<file path="src/rtl/shift_add_mult_ctrl.sv">
// Shift-and-add multiplier controller: 32-bit sample x CW-bit unsigned coefficient, using one external left barrel shifter.
// Latency: result valid max(popcount(coef),1)+1 cycles after the command is accepted; one add per set coefficient bit.
// Backpressure: start_ready only in IDLE; the result is held stable in DONE until res_ready, and start_valid is ignored while busy.
//
// Ports:
//   clk, rst                 rising-edge clock, synchronous active-high reset
//   start_valid/start_ready  command handshake carrying a_in (32b) and coef_in (CW bits)
//   res_valid/res_ready      result handshake carrying result (product mod 2^32) and overflow
//   busy                     high while an operation is scanning or holding its result
//   sh_a, sh_s, sh_y         external shifter operand, shift amount and combinational result
module shift_add_mult_ctrl #(
    parameter int CW = 16
) (
    input  logic          clk,
    input  logic          rst,
    input  logic          start_valid,
    output logic          start_ready,
    input  logic [31:0]   a_in,
    input  logic [CW-1:0] coef_in,
    output logic          res_valid,
    input  logic          res_ready,
    output logic [31:0]   result,
    output logic          overflow,
    output logic          busy,
    output logic [31:0]   sh_a,
    output logic [4:0]    sh_s,
    input  logic [31:0]   sh_y
);

    typedef enum logic [1:0] {
        IDLE = 2'd0,
        SCAN = 2'd1,
        DONE = 2'd2
    } state_t;

    state_t      state;
    state_t      state_nxt;

    logic [31:0] acc;
    logic [31:0] a_reg;
    logic [31:0] coef_rem;
    logic        ovf;

    logic [4:0]  k;
    logic [31:0] coef_clr;
    logic [32:0] sum;
    logic        shift_out;
    logic        coef_nz;

    // Lowest set bit of the remaining coefficient; scanning from the top
    // down lets the lowest index overwrite any higher one.
    always_comb begin
        k = 5'd0;
        for (int i = 31; i >= 0; i--) begin
            if (coef_rem[i]) begin
                k = 5'(i);
            end
        end
    end

    // x & (x-1) drops exactly the lowest set bit, i.e. bit k.
    assign coef_clr  = coef_rem & (coef_rem - 32'd1);
    assign coef_nz   = (coef_rem != 32'd0);
    assign sum       = {1'b0, acc} + {1'b0, sh_y};
    // Top k bits of a_reg are lost by a left shift of k.
    assign shift_out = (k != 5'd0) && ((a_reg & ~(32'hFFFF_FFFF >> k)) != 32'd0);

    // State register
    always_ff @(posedge clk) begin
        if (rst) begin
            state <= IDLE;
        end else begin
            state <= state_nxt;
        end
    end

    // Next state and shifter drive
    always_comb begin
        state_nxt = state;
        sh_a      = 32'd0;
        sh_s      = 5'd0;
        case (state)
            IDLE: begin
                if (start_valid) begin
                    state_nxt = SCAN;
                end
            end
            SCAN: begin
                sh_a = a_reg;
                sh_s = k;
                // A zero coefficient still spends one SCAN cycle, then finishes.
                if (coef_clr == 32'd0) begin
                    state_nxt = DONE;
                end
            end
            DONE: begin
                if (res_ready) begin
                    state_nxt = IDLE;
                end
            end
            default: begin
                state_nxt = IDLE;
            end
        endcase
    end

    // Datapath
    always_ff @(posedge clk) begin
        if (rst) begin
            acc      <= 32'd0;
            a_reg    <= 32'd0;
            coef_rem <= 32'd0;
            ovf      <= 1'b0;
        end else begin
            case (state)
                IDLE: begin
                    if (start_valid) begin
                        a_reg    <= a_in;
                        coef_rem <= 32'(coef_in);
                        acc      <= 32'd0;
                        ovf      <= 1'b0;
                    end
                end
                SCAN: begin
                    if (coef_nz) begin
                        acc      <= sum[31:0];
                        coef_rem <= coef_clr;
                        if (sum[32] || shift_out) begin
                            ovf <= 1'b1;
                        end
                    end
                end
                default: begin
                end
            endcase
        end
    end

    assign start_ready = (state == IDLE) && !rst;
    assign busy        = (state != IDLE);
    assign res_valid   = (state == DONE);
    assign result      = (state == DONE) ? acc : 32'd0;
    assign overflow    = (state == DONE) ? ovf : 1'b0;

endmodule

</file>
<file path="config.mk">
export PLATFORM = sky130hd
export DESIGN_NAME = shift_add_mult_ctrl
export DESIGN_NICKNAME = d
export VERILOG_FILES = /design/src/rtl/shift_add_mult_ctrl.sv
export SDC_FILE = /design/constraint.sdc
export NUM_CORES = 1
export LEC_CHECK = 0
export CORE_MARGIN = 5
export CORE_UTILIZATION = 35
export CTS_CLUSTER_DIAMETER = 120
export DETAILED_ROUTE_END_ITERATION = 10
export DONT_BUFFER_PORTS = 1
export MAX_ROUTING_LAYER = met4
export SLEW_MARGIN = 25
export SYNTH_ARGS = -nofsm -noshare
export SYNTH_HDL_FRONTEND = slang
export SYNTH_SLANG_ARGS = --single-unit
</file>
<file path="constraint.sdc">
create_clock -name clk -period 3.4 [get_ports clk]
set_input_delay 0.51 -clock clk [delete_from_list [all_inputs] [get_ports clk]]
set_output_delay 0.51 -clock clk [all_outputs]
set_load 0.02 [all_outputs]
</file>
### Word level (Yosys, flattened, before mapping)

Index checks and enable logic that the tools add are counted.

| operators by class | value |
|---|---|
| add/subtract/negate cells | 2 |
| eq/ne operators | 7 |
| shifts and indexed selects | 1 |
| multiplexer cells | 50 |
| bitwise logic cells | 3 |
| reductions and logical operators | 15 |

Operators by type and width:

| kind | count |
|---|---|
| 2-to-1 mux 32 bit | 6 |
| 2-to-1 mux 5 bit | 33 |
| one-hot mux 32 bit (2 select lines) | 2 |
| AND 32 bit | 2 |
| nonzero test 32 bit | 2 |
| adder 32 x 32 -> 33 bit | 1 |
| zero test 32 bit | 1 |
| inverter 32 bit | 1 |
| right shift 32 x 5 -> 32 bit (first input constant) | 1 |
| subtractor 32 x 1 -> 32 bit (second input constant) | 1 |
| != test 2 bit (second input constant) | 4 |
| 2-to-1 mux 2 bit | 3 |
| one-hot mux 2 bit (3 select lines) | 1 |
| AND reduction 3 bit | 2 |
| nonzero test 5 bit | 1 |
| 2-to-1 mux 1 bit | 4 |
| AND reduction 4 bit | 1 |
| nonzero test 2 bit | 2 |
| == test 2 x 1 -> 1 bit (second input constant) | 1 |
| == test 2 bit (second input constant) | 1 |
| logical AND 1 bit | 2 |
| zero test 2 bit | 1 |
| != test 2 x 1 -> 1 bit (second input constant) | 1 |
| one-hot mux 1 bit (2 select lines) | 1 |
| other kinds (3) | 3 |

| storage, ports and cells | value |
|---|---|
| register bits | 99 |
| input port bits | 84 |
| output and inout bits | 73 |
| word-level logic and storage cells | 83 |

### Longest topological paths before layout

| logic depth | value |
|---|---|
| depth after elaboration | 41 |
| gate-level depth with buffers | 12 |
| mapped depth without buffers | 12 |

### Worst setup path before layout

No wires, ideal clock.

| timing | value |
|---|---|
| path type | input to register |
| start | in sh_y[1] |
| end | reg acc[31] |
| library setup time | 117 ps |
| data arrival time | 2,920 ps |
| required time | 3,283 ps |
| slack | 363 ps |
| cell stages on the path | 11 |
| buffers on the path | 0 |
| cell sequence | ha_1 > a21o_1 > a21o_1 > a2111o_1 > a21oi_1 > o311ai_0 > a31o_2 > a41oi_1 > o21ai_0 > xor2_1 > a22o_1 |

| on the way | value |
|---|---|
| word-level cells in the longest chain between the ends | 3 |

RTL lines:

| what | line | RTL |
|---|---|---|
| from (decl) | 27 | `input logic [31:0] sh_y` |
| adder 32 x 32 -> 33 bit | 64 | `assign sum = {1'b0, acc} + {1'b0, sh_y};` |
| 2-to-1 mux 32 bit | 125 | `if (coef_nz) begin` |
| one-hot mux 32 bit (2 select lines) | 115 | `case (state)` |
| to (signal assigned) | 126 | `acc <= sum[31:0];` |
| to (decl) | 39 | `logic [31:0] acc;` |

Every way passes these cells. The select of a mux whose other input is x is not followed.
A chain may end at the register's enable or synchronous reset.

### Worst setup path after layout

| timing | value |
|---|---|
| start | reg coef_rem[2] |
| end | reg state[0] |

| on the way | value |
|---|---|
| word-level cells in the longest chain between the ends | 5 |

RTL lines:

| what | line | RTL |
|---|---|---|
| from (decl) | 41 | `logic [31:0] coef_rem;` |
| from (signal assigned) | 119 | `coef_rem <= 32'(coef_in);` |
| from (signal assigned) | 127 | `coef_rem <= coef_clr;` |
| subtractor 32 x 1 -> 32 bit | 62 | `assign coef_clr = coef_rem & (coef_rem - 32'd1);` |
| AND 32 bit (*) | 62 |  |
| zero test 32 bit (*) | 92 | `if (coef_clr == 32'd0) begin` |
| != test 2 bit (no source line) (*) | -- |  |
| AND reduction 3 bit (no source line) (*) | -- |  |
| to (signal assigned) | 73 | `state <= state_nxt;` |
| to (decl) | 36 | `state_t state;` |

Every way passes the cells marked *; elsewhere a longest branch is shown, timed or not.

==> run summary <==
The flow ran to the end, and the final reports show no timing, DRC or antenna violations. The worst setup path is captured at a flop. Total power for the finished layout comes to 7110 uW. On the final layout, the worst hold slack is 0.232 ns.

The power share of the sequential group is 0.262. The die area came out at 21900 sq um. The combinational cell fraction of total power came out at 0.597. Setup violations remaining at the end of the flow were counted as 0. The CTS tree is done. The initial antenna violation count was 1. The synthesized design contains 99 register bits.

The number of max-cap violations is 0. The core region is 18700 sq um. Of the total power, the share spent switching nets is 0.487. Setup repair after global routing left no endpoint under its margin. The detail route stage leaves a number of antenna-violating nets equal to 0. The detailed-route DRC error count came out at 0. The number of cells after detailed placement is 1091. The leading register cell type out of synthesis is sky130_fd_sc_hd__dfxtp_1.

The upper clock frequency limit came out at 309 MHz. The sequential element share of the synthesized area is 0.297. The number of distinct library cell variants in the gate-level netlist after synthesis came out at 66.

Counting I/O delays and the setup requirement, the final critical path takes 3.24 ns. The final max-slew violation count came to 0. The clock drives 99 sinks. Compared with the post-synthesis result, the final layout area differs by 9.23%. The die extent in y came out at 148 um. The min-delay analysis places its worst path in the category primary input to flop. The H-tree depth came out at 3. The number of placed I/O pins came out at 157. The count of routing violations after the opening detailed-route iteration came out at 449. In the final routed layout, each cell accounts on average for 18.6 um. The cell area after synthesis came out at 6670 sq um.

The width of the die came out at 148 um. The total number of vias came out at 6335. The proportion of power drawn by the clock network is 0.140. At the worst endpoint, the arrival time is 3.48 ns. The cell count after synthesis is 877. Entering global routing, the biggest net connects 83 pins. Port buffering added 0 buffers. The initial utilization of the core area, before any placement, comes to 0.357. The clock transition at the registers of the reported paths is 0.07 ns.

In this run the post-CTS setup repair buffer count came out at 0. The average footprint of a synthesized cell came out at 7.60 sq um. The power per standard cell area came out at 977 nW/um^2. The number of global-route vias before repair is 6245. Clock skew on the completed layout was measured at 0.00881 ns. The layout cell share with drive strength beyond 1 is 0.0767. The highest fanout seen on the critical path is 8. The data required time at the worst endpoint is 3.64 ns. The fraction of registers with async set/reset came out at 0. The static leakage is 0.00297 uW. In this run the core area contains 50 standard-cell rows. The half-perimeter wire length after placement came out at 15.2 mm. The worst setup path is of the flop to flop kind. Once layout is complete, the utilization of the core stands at 0.389. The number of failing hold endpoints at the final stage is 0. The count of flip-flops with a built-in enable after synthesis is 0. The transition time at the pin with the least slew margin is 0.581 ns. After detailed routing, the total wire length is 20.6 mm.

Cell internal power was estimated by the tool at 3650 uW. The synthesized netlist net count is 994. The filler cells instantiated in the layout total 1975. The leftover overflow at the end of global routing came out at 0. The worst setup path is launched from a flop. The final worst-path cycle share came out at 0.952. The commonest non-fill, non-tap cell in the layout is sky130_fd_sc_hd__nand2_1. At the end of the flow, the number of nets in the layout was 985. The filler-free cell count of the finished design is 1109. The deepest clock path buffer count is 2. The global-route total usage across every layer came out at 0.191. The final estimated routing congestion in global placement came out at 0.889. The detailed-router iteration count before antenna repair is 5. The post-detailed-route via-to-cell ratio is 5.71. The Yosys step of the flow raised 0 warnings.

The clock reaches the later pin of the worst-skew pair after 0.35 ns. In this run the clock root is driven by a sky130_fd_sc_hd__clkbuf_16. The library cells used most frequently in the layout, excluding fill and tap cells, are 112 x sky130_fd_sc_hd__nand2_1, 99 x sky130_fd_sc_hd__dfxtp_1, 89 x sky130_fd_sc_hd__a21oi_1, 77 x sky130_fd_sc_hd__nor2_1, 69 x sky130_fd_sc_hd__and2_1. The worst IR drop on VDD came out at 371 uV. The switching power total came out at 3460 uW. The global-route wire length before repair is 33.4 mm. The aggregate negative setup slack is 0 ns. The relative slew slack came out at 0.609. The number of buffers created by CTS came out at 9.
==> per-layer routing <==
layer | up-vias | GRT usage | share of wire
met5 | - | - | 0
met4 | 0 | 0.0448 | 0.012
met3 | 24 | 0.0451 | 0.067
met2 | 197 | 0.298 | 0.45
met1 | 2964 | 0.253 | 0.47
li1 | 3150 | - | -
==> metrics by stage <==
step                      setup slack, ns  instance area [sq um]
after floorplan                     0.363                   6670
after global placement              0.122                   6970
after detailed placement           0.0885                   6990
after CTS                          0.0846                   7270
after global routing               0.0176                   7280
final                               0.163                   7280
==> repair_timing <==
action | 4_1_cts | 5_1_grt
hold buffers | 0 | 0
endpoints found under the hold margin | 0 | 0
setup endpoints to repair | 0 | 2
gates resized for setup | 0 | 2
==> synthesized netlist by cell type (all sizes together), types with 8 or more instances <==
cell    number  area, sq um
nand3       19          100
a21oi       90          450
and2        69          432
nor2        78          293
nand2b      13         81.3
inv         15         56.3
buf         11         90.1
a22o        20          175
a22oi       25          188
a21o        20          150
clkbuf      40          174
o21ai       45          225
nor3b       10         75.1
xnor2       15          131
a211oi       9         67.6
or3          8         55.1
dfxtp       99         1980
xor2        13          114
nor3        20          100
nand2      112          420
nor4        14         93.8
a31oi        8         50.1
ha          32          400
==> logic make-up after synthesis <==
family | synth area share
AO/OA/AOI/OAI | 0.263
buffers and inverters | 0.0480
AND/OR/NAND/NOR | 0.287
XOR/XNOR | 0.0368
flip-flops | 0.297
adder cells (fa/ha/maj) | 0.0675
==> critical path, cell delays in order, from the launching register on <==
cell and delay [ns]:
sky130_fd_sc_hd__dfxtp_1 0.39, sky130_fd_sc_hd__or4_1 0.61, sky130_fd_sc_hd__nor4b_4 0.44, sky130_fd_sc_hd__nand3_2 0.13
sky130_fd_sc_hd__or2_4 0.27, sky130_fd_sc_hd__or3_4 0.34, sky130_fd_sc_hd__or4b_4 0.52, sky130_fd_sc_hd__nand2_1 0.08
sky130_fd_sc_hd__nand4_1 0.12, sky130_fd_sc_hd__and3_1 0.22
==> cell type report <==
| cell class | count | area, sq um | area share |
|---|---|---|---|
| clock inverter | 6 | 47.5 | 0.00653 |
| multi-input combinational | 712 | 4410 | 0.605 |
| clock buffer | 10 | 229 | 0.0314 |
| timing repair buffer | 31 | 265 | 0.0364 |
| tap | 234 | 293 | 0.0402 |
| inverter | 15 | 56.3 | 0.00773 |
| sequential | 99 | 1980 | 0.272 |
| antenna | 2 | 5.00 | 0.000687 |
==> worst paths after layout <==
| path | from | end | slack [ns] | depth (start not counted) |
|---|---|---|---|---|
| max | coef_rem[2]$_SDFFE_PP0P_ | state[0]$_SDFFE_PP0P_ | 0.16 | 9 |
| min | rst | acc[16]$_SDFFE_PP0P_ | 0.23 | 1 |
| max reg2reg | coef_rem[2]$_SDFFE_PP0P_ | state[0]$_SDFFE_PP0P_ | 0.16 | 9 |
| min reg2reg | a_reg[0]$_SDFFE_PP0P_ | a_reg[0]$_SDFFE_PP0P_ | 0.46 | 2 |
==> power by group through the flow <==
stage / Sequential (uW) / Combinational [uW] / Clock (uW)
after detailed placement: 1890 / 4210 / 0
final: 1870 / 4250 / 998
after global routing: 1930 / 4750 / 1070
after floorplan: 1730 / 3190 / 0
after global placement: 1880 / 4140 / 0
after CTS: 1870 / 4240 / 1040
Power figures use the tool's default switching activity.
